### config.mk
export PLATFORM = sky130hd
export DESIGN_NAME = ldl_round_wrr
export DESIGN_NICKNAME = d
export VERILOG_FILES = /design/src/rtl/ldl_round_wrr.sv
export SDC_FILE = /design/constraint.sdc
export NUM_CORES = 1
export LEC_CHECK = 0
export ABC_AREA = 1
export BUFFER_PORTS_ARGS = -buffer_cell sky130_fd_sc_hd__buf_2
export CORE_ASPECT_RATIO = 2
export CORE_MARGIN = 1
export CORE_UTILIZATION = 49
export CTS_CLUSTER_DIAMETER = 30
export DETAILED_ROUTE_END_ITERATION = 7
export PLACE_DENSITY = 0.77
export SLEW_MARGIN = 15
export SYNTH_ARGS = -nofsm -noshare
export SYNTH_HDL_FRONTEND = slang
export SYNTH_SLANG_ARGS = --single-unit
### constraint.sdc
create_clock -name clk -period 3.2 [get_ports clk]
set_input_delay 0.64 -clock clk [delete_from_list [all_inputs] [get_ports clk]]
set_output_delay 0.64 -clock clk [all_outputs]
set_load 0.02 [all_outputs]
### src/rtl/ldl_round_wrr.sv
// ---------------------------------------------------------------------------
// ldl_round_wrr -- weighted round-robin arbiter
//
// Each requester keeps its grant for up to weight[i] accepted beats (a beat is
// one cycle with take=1). The grant is released early if the holder drops
// its request. On release the search pointer moves one past the released
// index, and arbitration runs again in the same edge, so there is no idle
// bubble between grants.
//
// Parameters
//   WIDTH  number of requesters (>= 2, need not be a power of two)
//   WW     bit width of each weight field
//
// Ports
//   clk     rising-edge clock
//   rst_n   asynchronous active-low reset
//   req     request vector, bit i = requester i (level-sensitive)
//   weight  packed weights, requester i uses [i*WW +: WW]; 0 counts as 1
//   take    downstream accepts one beat of the current grant this cycle
//   ack     grant valid (registered)
//   bin     granted index (registered)
//   hot     one-hot grant (registered), zero when ack=0
//   last    current beat is the final one of this grant
// ---------------------------------------------------------------------------
module ldl_round_wrr #(
  parameter int WIDTH = 8,
  parameter int WW    = 4
) (
  input  logic                       clk,
  input  logic                       rst_n,
  input  logic [WIDTH-1:0]           req,
  input  logic [WIDTH*WW-1:0]        weight,
  input  logic                       take,
  output logic                       ack,
  output logic [$clog2(WIDTH)-1:0]   bin,
  output logic [WIDTH-1:0]           hot,
  output logic                       last
);

  localparam int BW = $clog2(WIDTH);

  typedef enum logic {
    S_IDLE  = 1'b0,
    S_GRANT = 1'b1
  } state_t;

  state_t          r_state;
  logic            r_ack;
  logic [BW-1:0]   r_bin;
  logic [WIDTH-1:0] r_hot;
  logic [WW-1:0]   r_credit;
  logic [BW-1:0]   r_next;

  logic            w_rel;
  logic [BW-1:0]   w_start;
  logic            w_hit;
  logic [BW-1:0]   w_idx;
  logic [WW-1:0]   w_wt;

  // A zero weight would otherwise yield a grant that can never retire a beat.
  function automatic logic [WW-1:0] eff_weight(input logic [WW-1:0] w);
    return (w == '0) ? WW'(1) : w;
  endfunction

  // Release decision and circular search. While granted, the search base is
  // the index after the current holder, which becomes the new pointer if the
  // grant is released this edge.
  always_comb begin
    w_rel   = 1'b0;
    w_start = r_next;
    if (r_state == S_GRANT) begin
      w_start = (r_bin == BW'(WIDTH - 1)) ? '0 : r_bin + 1'b1;
      w_rel   = !req[r_bin] || (take && (r_credit == WW'(1)));
    end

    // Walk offsets from farthest to nearest so the nearest hit wins.
    w_hit = 1'b0;
    w_idx = '0;
    for (int k = WIDTH - 1; k >= 0; k--) begin
      int p;
      p = int'(w_start) + k;
      if (p >= WIDTH) p = p - WIDTH;
      if (req[p]) begin
        w_hit = 1'b1;
        w_idx = BW'(p);
      end
    end

    w_wt = eff_weight(weight[int'(w_idx)*WW +: WW]);
  end

  always_ff @(posedge clk or negedge rst_n) begin
    if (!rst_n) begin
      r_state  <= S_IDLE;
      r_ack    <= 1'b0;
      r_bin    <= '0;
      r_hot    <= '0;
      r_credit <= '0;
      r_next   <= '0;
    end else begin
      case (r_state)
        S_IDLE: begin
          if (w_hit) begin
            r_state  <= S_GRANT;
            r_ack    <= 1'b1;
            r_bin    <= w_idx;
            r_hot    <= WIDTH'(1) << w_idx;
            r_credit <= w_wt;
          end
        end
        S_GRANT: begin
          if (w_rel) begin
            // Withdraw or exhaust: rotate and re-arbitrate in the same edge.
            r_next <= w_start;
            if (w_hit) begin
              r_ack    <= 1'b1;
              r_bin    <= w_idx;
              r_hot    <= WIDTH'(1) << w_idx;
              r_credit <= w_wt;
            end else begin
              r_state <= S_IDLE;
              r_ack   <= 1'b0;
              r_hot   <= '0;
            end
          end else if (take) begin
            // Credit > 1 here, so this cannot underflow.
            r_credit <= r_credit - 1'b1;
          end
        end
        default: r_state <= S_IDLE;
      endcase
    end
  end

  assign ack  = r_ack;
  assign bin  = r_bin;
  assign hot  = r_hot;
  assign last = r_ack && (r_credit == WW'(1));

endmodule

Word-level counts from Yosys, hierarchy flattened --
Cells that the tools add are included.
Word-level totals: register bits 20
Operators by class: shifts and indexed selects 2, order comparisons 17, equal/unequal tests 5, add/sub/neg operators 17, reductions and logical operators 7, bitwise operators 1, multiplexer cells 71
Operators with widths (count):
- $lt A32 B5 Y1 const B | 8
- $mux W32 | 8
- $mux W3 | 12
- $sub A4 B4 Y5 const B | 7
- $shiftx A32 B6 Y4 | 1
- $mux W1 | 30
- $ge A4 B4 Y1 const B | 7
- $bmux W1 S3 | 9
- $mux W8 | 3
- $add A3 B3 Y4 const B | 4
- $mux W4 | 4
- $pmux W8 S2 | 1
- $add A3 B2 Y4 const B | 2
- $pmux W4 S2 | 1
- $shl A1 B3 Y8 const A | 1
- $pmux W3 S2 | 1
- $sub A3 B4 Y5 const B | 1
- $add A3 B1 Y4 const B | 1
- $eq A4 B1 Y1 const B | 1
- $ge A3 B4 Y1 const B | 1
- $logic_not A4 Y1 | 1
- $lt A3 B4 Y1 const B | 1
- $pmux W1 S2 | 2
- $reduce_and A2 Y1 | 2
- other kinds (10) | 11

Longest topological paths before layout --
word-level depth 23, depth in mapped cells 30, gate-level depth less buffers 29

Worst setup path after synthesis --
No wires, ideal clock.
path type flip-flop to flip-flop, from register r_bin[1] (netlist: bin[1]), to register r_credit[1], data arrival time 3.078 ns, stages on the path, launching flop included 29, required time 3.073 ns, slack -0.006 ns, buffers on the path 2, cells stage by stage dfrtp_1 -> ha_1 -> ha_1 -> nor2_2 -> nand2_1 -> nand2_2 -> buf_6 -> inv_1 -> ha_1 -> inv_1 -> nand2_1 -> and2_1 -> nand2_1 -> nand2_2 -> a21oi_1 -> nand2_1 -> nand2_1 -> nand2_1 -> nand2_2 -> nand2_1 -> nand2_2 -> clkbuf_8 -> nand2_1 -> nand2_1 -> nand2_1 -> nand2_1 -> nand2_1 -> nand3_1 -> o21ai_0
On the way: word-level cells in the longest chain between the ends 23
Ends and longest elaborated chain:
- start: declaration | line 49 | logic [BW-1:0] r_bin;
- start signal: assignment | line 106 | r_bin <= w_idx;
- start signal: assignment | line 117 | r_bin <= w_idx;
- $add A3 B1 Y3 or $eq A3 B3 Y1 (tied branches) | line 72 | w_start = (r_bin == BW'(WIDTH - 1)) ? '0 : r_bin + 1'b1;
- $mux W3 | line 72
- $mux W3 | line 71 | if (r_state == S_GRANT) begin
- $add A3 B3 Y4 | line 81 | p = int'(w_start) + k;
- $sub A4 B4 Y5 or $ge A4 B4 Y1 (tied branches) | line 82 | if (p >= WIDTH) p = p - WIDTH;
- $mux W32 | line 82
- $bmux W1 S3 | line 83 | if (req[p]) begin
- $mux W1 (implied by the code) (2 in series) | line 83
- $mux W3 (8 in series) | line 83
- $shiftx A32 B6 Y4 | line 89 | w_wt = eff_weight(weight[int'(w_idx)*WW +: WW]);
- $logic_not A4 Y1 | line 62 | return (w == '0) ? WW'(1) : w;
- $mux W4 | line 62
- $mux W4 | line 103, 115
- $mux W4 | line 112 | if (w_rel) begin
- $pmux W4 S2 | line 101 | case (r_state)
- end signal: assignment | line 108 | r_credit <= w_wt;
- end signal: assignment | line 119 | r_credit <= w_wt;
- end signal: assignment | line 127 | r_credit <= r_credit - 1'b1;
- end: declaration | line 51 | logic [WW-1:0] r_credit;
Parallel ways exist; a longest one is shown, timed or not. The select of a mux whose other input is x is not followed. A chain may end at the register's enable or synchronous reset.

Worst setup path after layout --
from register r_bin[1] (netlist: bin[1]), to register r_credit[0]
The elaborated chain is that of the path after synthesis.

==> summary.md <==
| Metric | Value |
|---|---|
| DR iter-0 viols | `88` |
| Gpl congestion | `0.948` |
| Most frequent cells after synthesis | `nand2_1, nand3_1, inv_1, o21ai_0, dfrtp_1` |
| Wire length per cell | `14.5 um` |
| CTS Buf Count | `3` |
| Largest cells by area after synthesis | `nand2_1, dfrtp_1, nand3_1` |
| Worst setup path class | `reg2reg` |
| Fill count | `432` |
| Hold_ws | `0.314 ns` |
| Period utilization | `0.988` |
| DRC | `0` |
| Post-synth EDFFs | `0` |
| CTS tree | `done` |
| Crit path required time | `3.35 ns` |
| Slew Limit Fails | `0` |
| Number of synthesized register bits | `20` |
| Final global-route overflow total | `0` |
| Detailed Routing Iterations Pass 1 | `5` |
| Number of global-route vias before repair | `2584` |
| Distinct cell type count of the synthesized netlist | `33` |
| Worst Hold Class | `in2async` |
| All-Layer GR Usage | `0.277` |
| CP Launch Type | `flip-flop` |
| Dpl ws | `-0.0242 ns` |
| R2r startpoint | `bin[1]$_DFFE_PN0P_` |
| Final clock skew | `0.00656 ns` |
| Rows | `34` |
| Clock sink total | `20` |
| H-Tree Depth | `1` |
| Total Routed Length | `7.27 mm` |
| Synth Flop Type | `dfrtp_1` |
| Worst-margin pin slew | `0.458 ns` |
| Critical Path Source | `bin[1]$_DFFE_PN0P_` |
| Critical Path Fanout Max | `7` |
| Via/cell ratio | `5.47` |
| Design area | `2960 um2` |
| IO Pins | `56` |
| Synth Area per Inst | `6.06 um2` |
| Share of post-route cells with drive strength above 1 | `0.321` |
| Initial antenna violation count | `0` |
| Detailed Place HPWL | `5.20 mm` |
| Critical Path Sink Type | `flip-flop` |
| Vias | `2748` |
| Core box area | `4420 um2` |
| Layout Area Growth over Synthesis | `29.7%` |
| Setup violations, final | `0` |
| PortBufs | `55` |
| Final worst slack | `0.0373 ns` |
| Die ar. | `4950 um2` |
| Worst reg-to-reg setup slack | `0.04 ns` |
| Synth area leader | `nand2_1` |
| CP Data Arrival Time | `3.31 ns` |
| Worst slew margin | `0.693` |
| Ant diodes | `0` |
| Starting Density | `0.516` |
| Ys Warns | `0` |
| Clock buffer depth | `2` |
| Chip Height | `98.5 um` |
| Hold Buf Count CTS | `0` |
| Post-layout minimum cycle time | `3.16 ns` |
| Post-DRT Antenna Nets | `0` |
| Synthesized area | `2280 um2` |
| Nets | `498` |
| RSZ-0062 raised after global routing | `yes` |
| CTS clk-pin slew, worst paths | `0.08 ns` |
| Final Hold Fails | `0` |
| Top cell type's share of synthesized area | `0.232` |
| Largest net degree at the start of global routing | `21` |
| TNS Setup | `0 ns` |
| Net count after synthesis | `426` |
| Worst skew pair latency | `0.26 ns` |
| Cell count after synthesis | `377` |
| Most frequent cell after synthesis | `nand2_1` |
| Die width | `50.3 um` |
| Outcome | `completed` |
| Max Cap Viol | `0` |
| Root Driver | `clkbuf_8` |
| Placed inst area | `2610 um2` |
| Fmax achieved | `316 MHz` |
| First-pass GRT wire length | `10.7 mm` |
| Async set-reset flop share out of synthesis | `1.00` |
| Sequential fraction of the synthesis area | `0.219` |
-- cell usage in the layout, fill, tap and decap left out, drive strengths merged --
cell / count
nor3: 1
clkbuf: 4
ha: 6
or2: 1
nand3: 64
nand3b: 5
nand4: 2
xnor2: 3
nand2: 162
nor2: 15
buf: 73
inv: 50
a21oi: 12
o22ai: 1
xor2: 3
dfrtp: 20
o21ai: 24
and2: 2
-- sequential cells by signal, indices dropped and copies added (netlist names) --
name and cells:
ack 1, bin 3, hot 8, r_credit 4, r_next 3, r_state 1
-- kinds of logic after synthesis --
logic type               count (synthesis)  synth area share
adder cells (fa/ha/maj)                  6            0.0329
flip-flops                              20             0.219
buffers and inverters                   59             0.120
XOR/XNOR                                 6            0.0378
AO/OA/AOI/OAI                           37            0.0882
AND/OR/NAND/NOR                        249             0.502
-- area by class of cell --
type,count,area (um2),share of cell area
tap,54,67.6,0.0228
sequential,20,502,0.169
timing repair buffer,73,434,0.147
inverter,50,195,0.0659
clock buffer,4,55.1,0.0186
multi-input combinational,301,1710,0.577
-- path summary, 6_finish.rpt --
path,endpoint,cells after the start
max,r_credit[0]$_DFFE_PN0P_,26
min,hot[0]$_DFFE_PN0P_,1
max reg2reg,r_credit[0]$_DFFE_PN0P_,26
min reg2reg,r_next[2]$_DFFE_PN0P_,2
max in group asynchronous,bin[1]$_DFFE_PN0P_,1
min in group clk,r_next[2]$_DFFE_PN0P_,2
-- per-layer routing --
layer / track usage / vias up / wire length, um
li1: - / 1341 / -
met1: 0.263 / 1280 / 2570
met2: 0.550 / 96 / 4110
met3: 0.0108 / 31 / 180
met4: 0.156 / 0 / 409
met5: 0 / - / 0
-- worst max-delay path: stages, from the launching register on --
cell	delay, ns
dfrtp_2	0.43
ha_4	0.17
ha_4	0.15
nor2_2	0.07
nand2_1	0.08
nand2_2	0.13
inv_2	0.06
ha_4	0.17
xor2_4	0.19
inv_2	0.11
nand3_2	0.08
nand2_2	0.10
nand3_2	0.08
nand2_1	0.08
nand2_1	0.08
nand2_1	0.09
nand2_1	0.05
nand2_1	0.07
nand2_2	0.08
nand2_2	0.09
nand2_4	0.08
buf_8	0.14
buf_4	0.12
nand2_1	0.05
nand4_1	0.12
nand2_1	0.11
a21oi_2	0.05
-- per-stage QoR --
stage / cells / utilization
after floorplan: 377 / -
after global placement: 486 / 0.590
after detailed placement: 486 / 0.590
after CTS: 490 / 0.604
after global routing: 502 / 0.669
final: 502 / 0.669
-- repair_timing --
action                                  4_1_cts  5_1_grt
endpoints found under the setup margin        3       16
gates resized for setup                       2       47
setup buffers                                 0        9
pin swaps                                     0       22
gates cloned                                  0        3
Power is not shown: default switching activity piles up to over one toggle a cycle in this logic, so the estimate is an artifact.
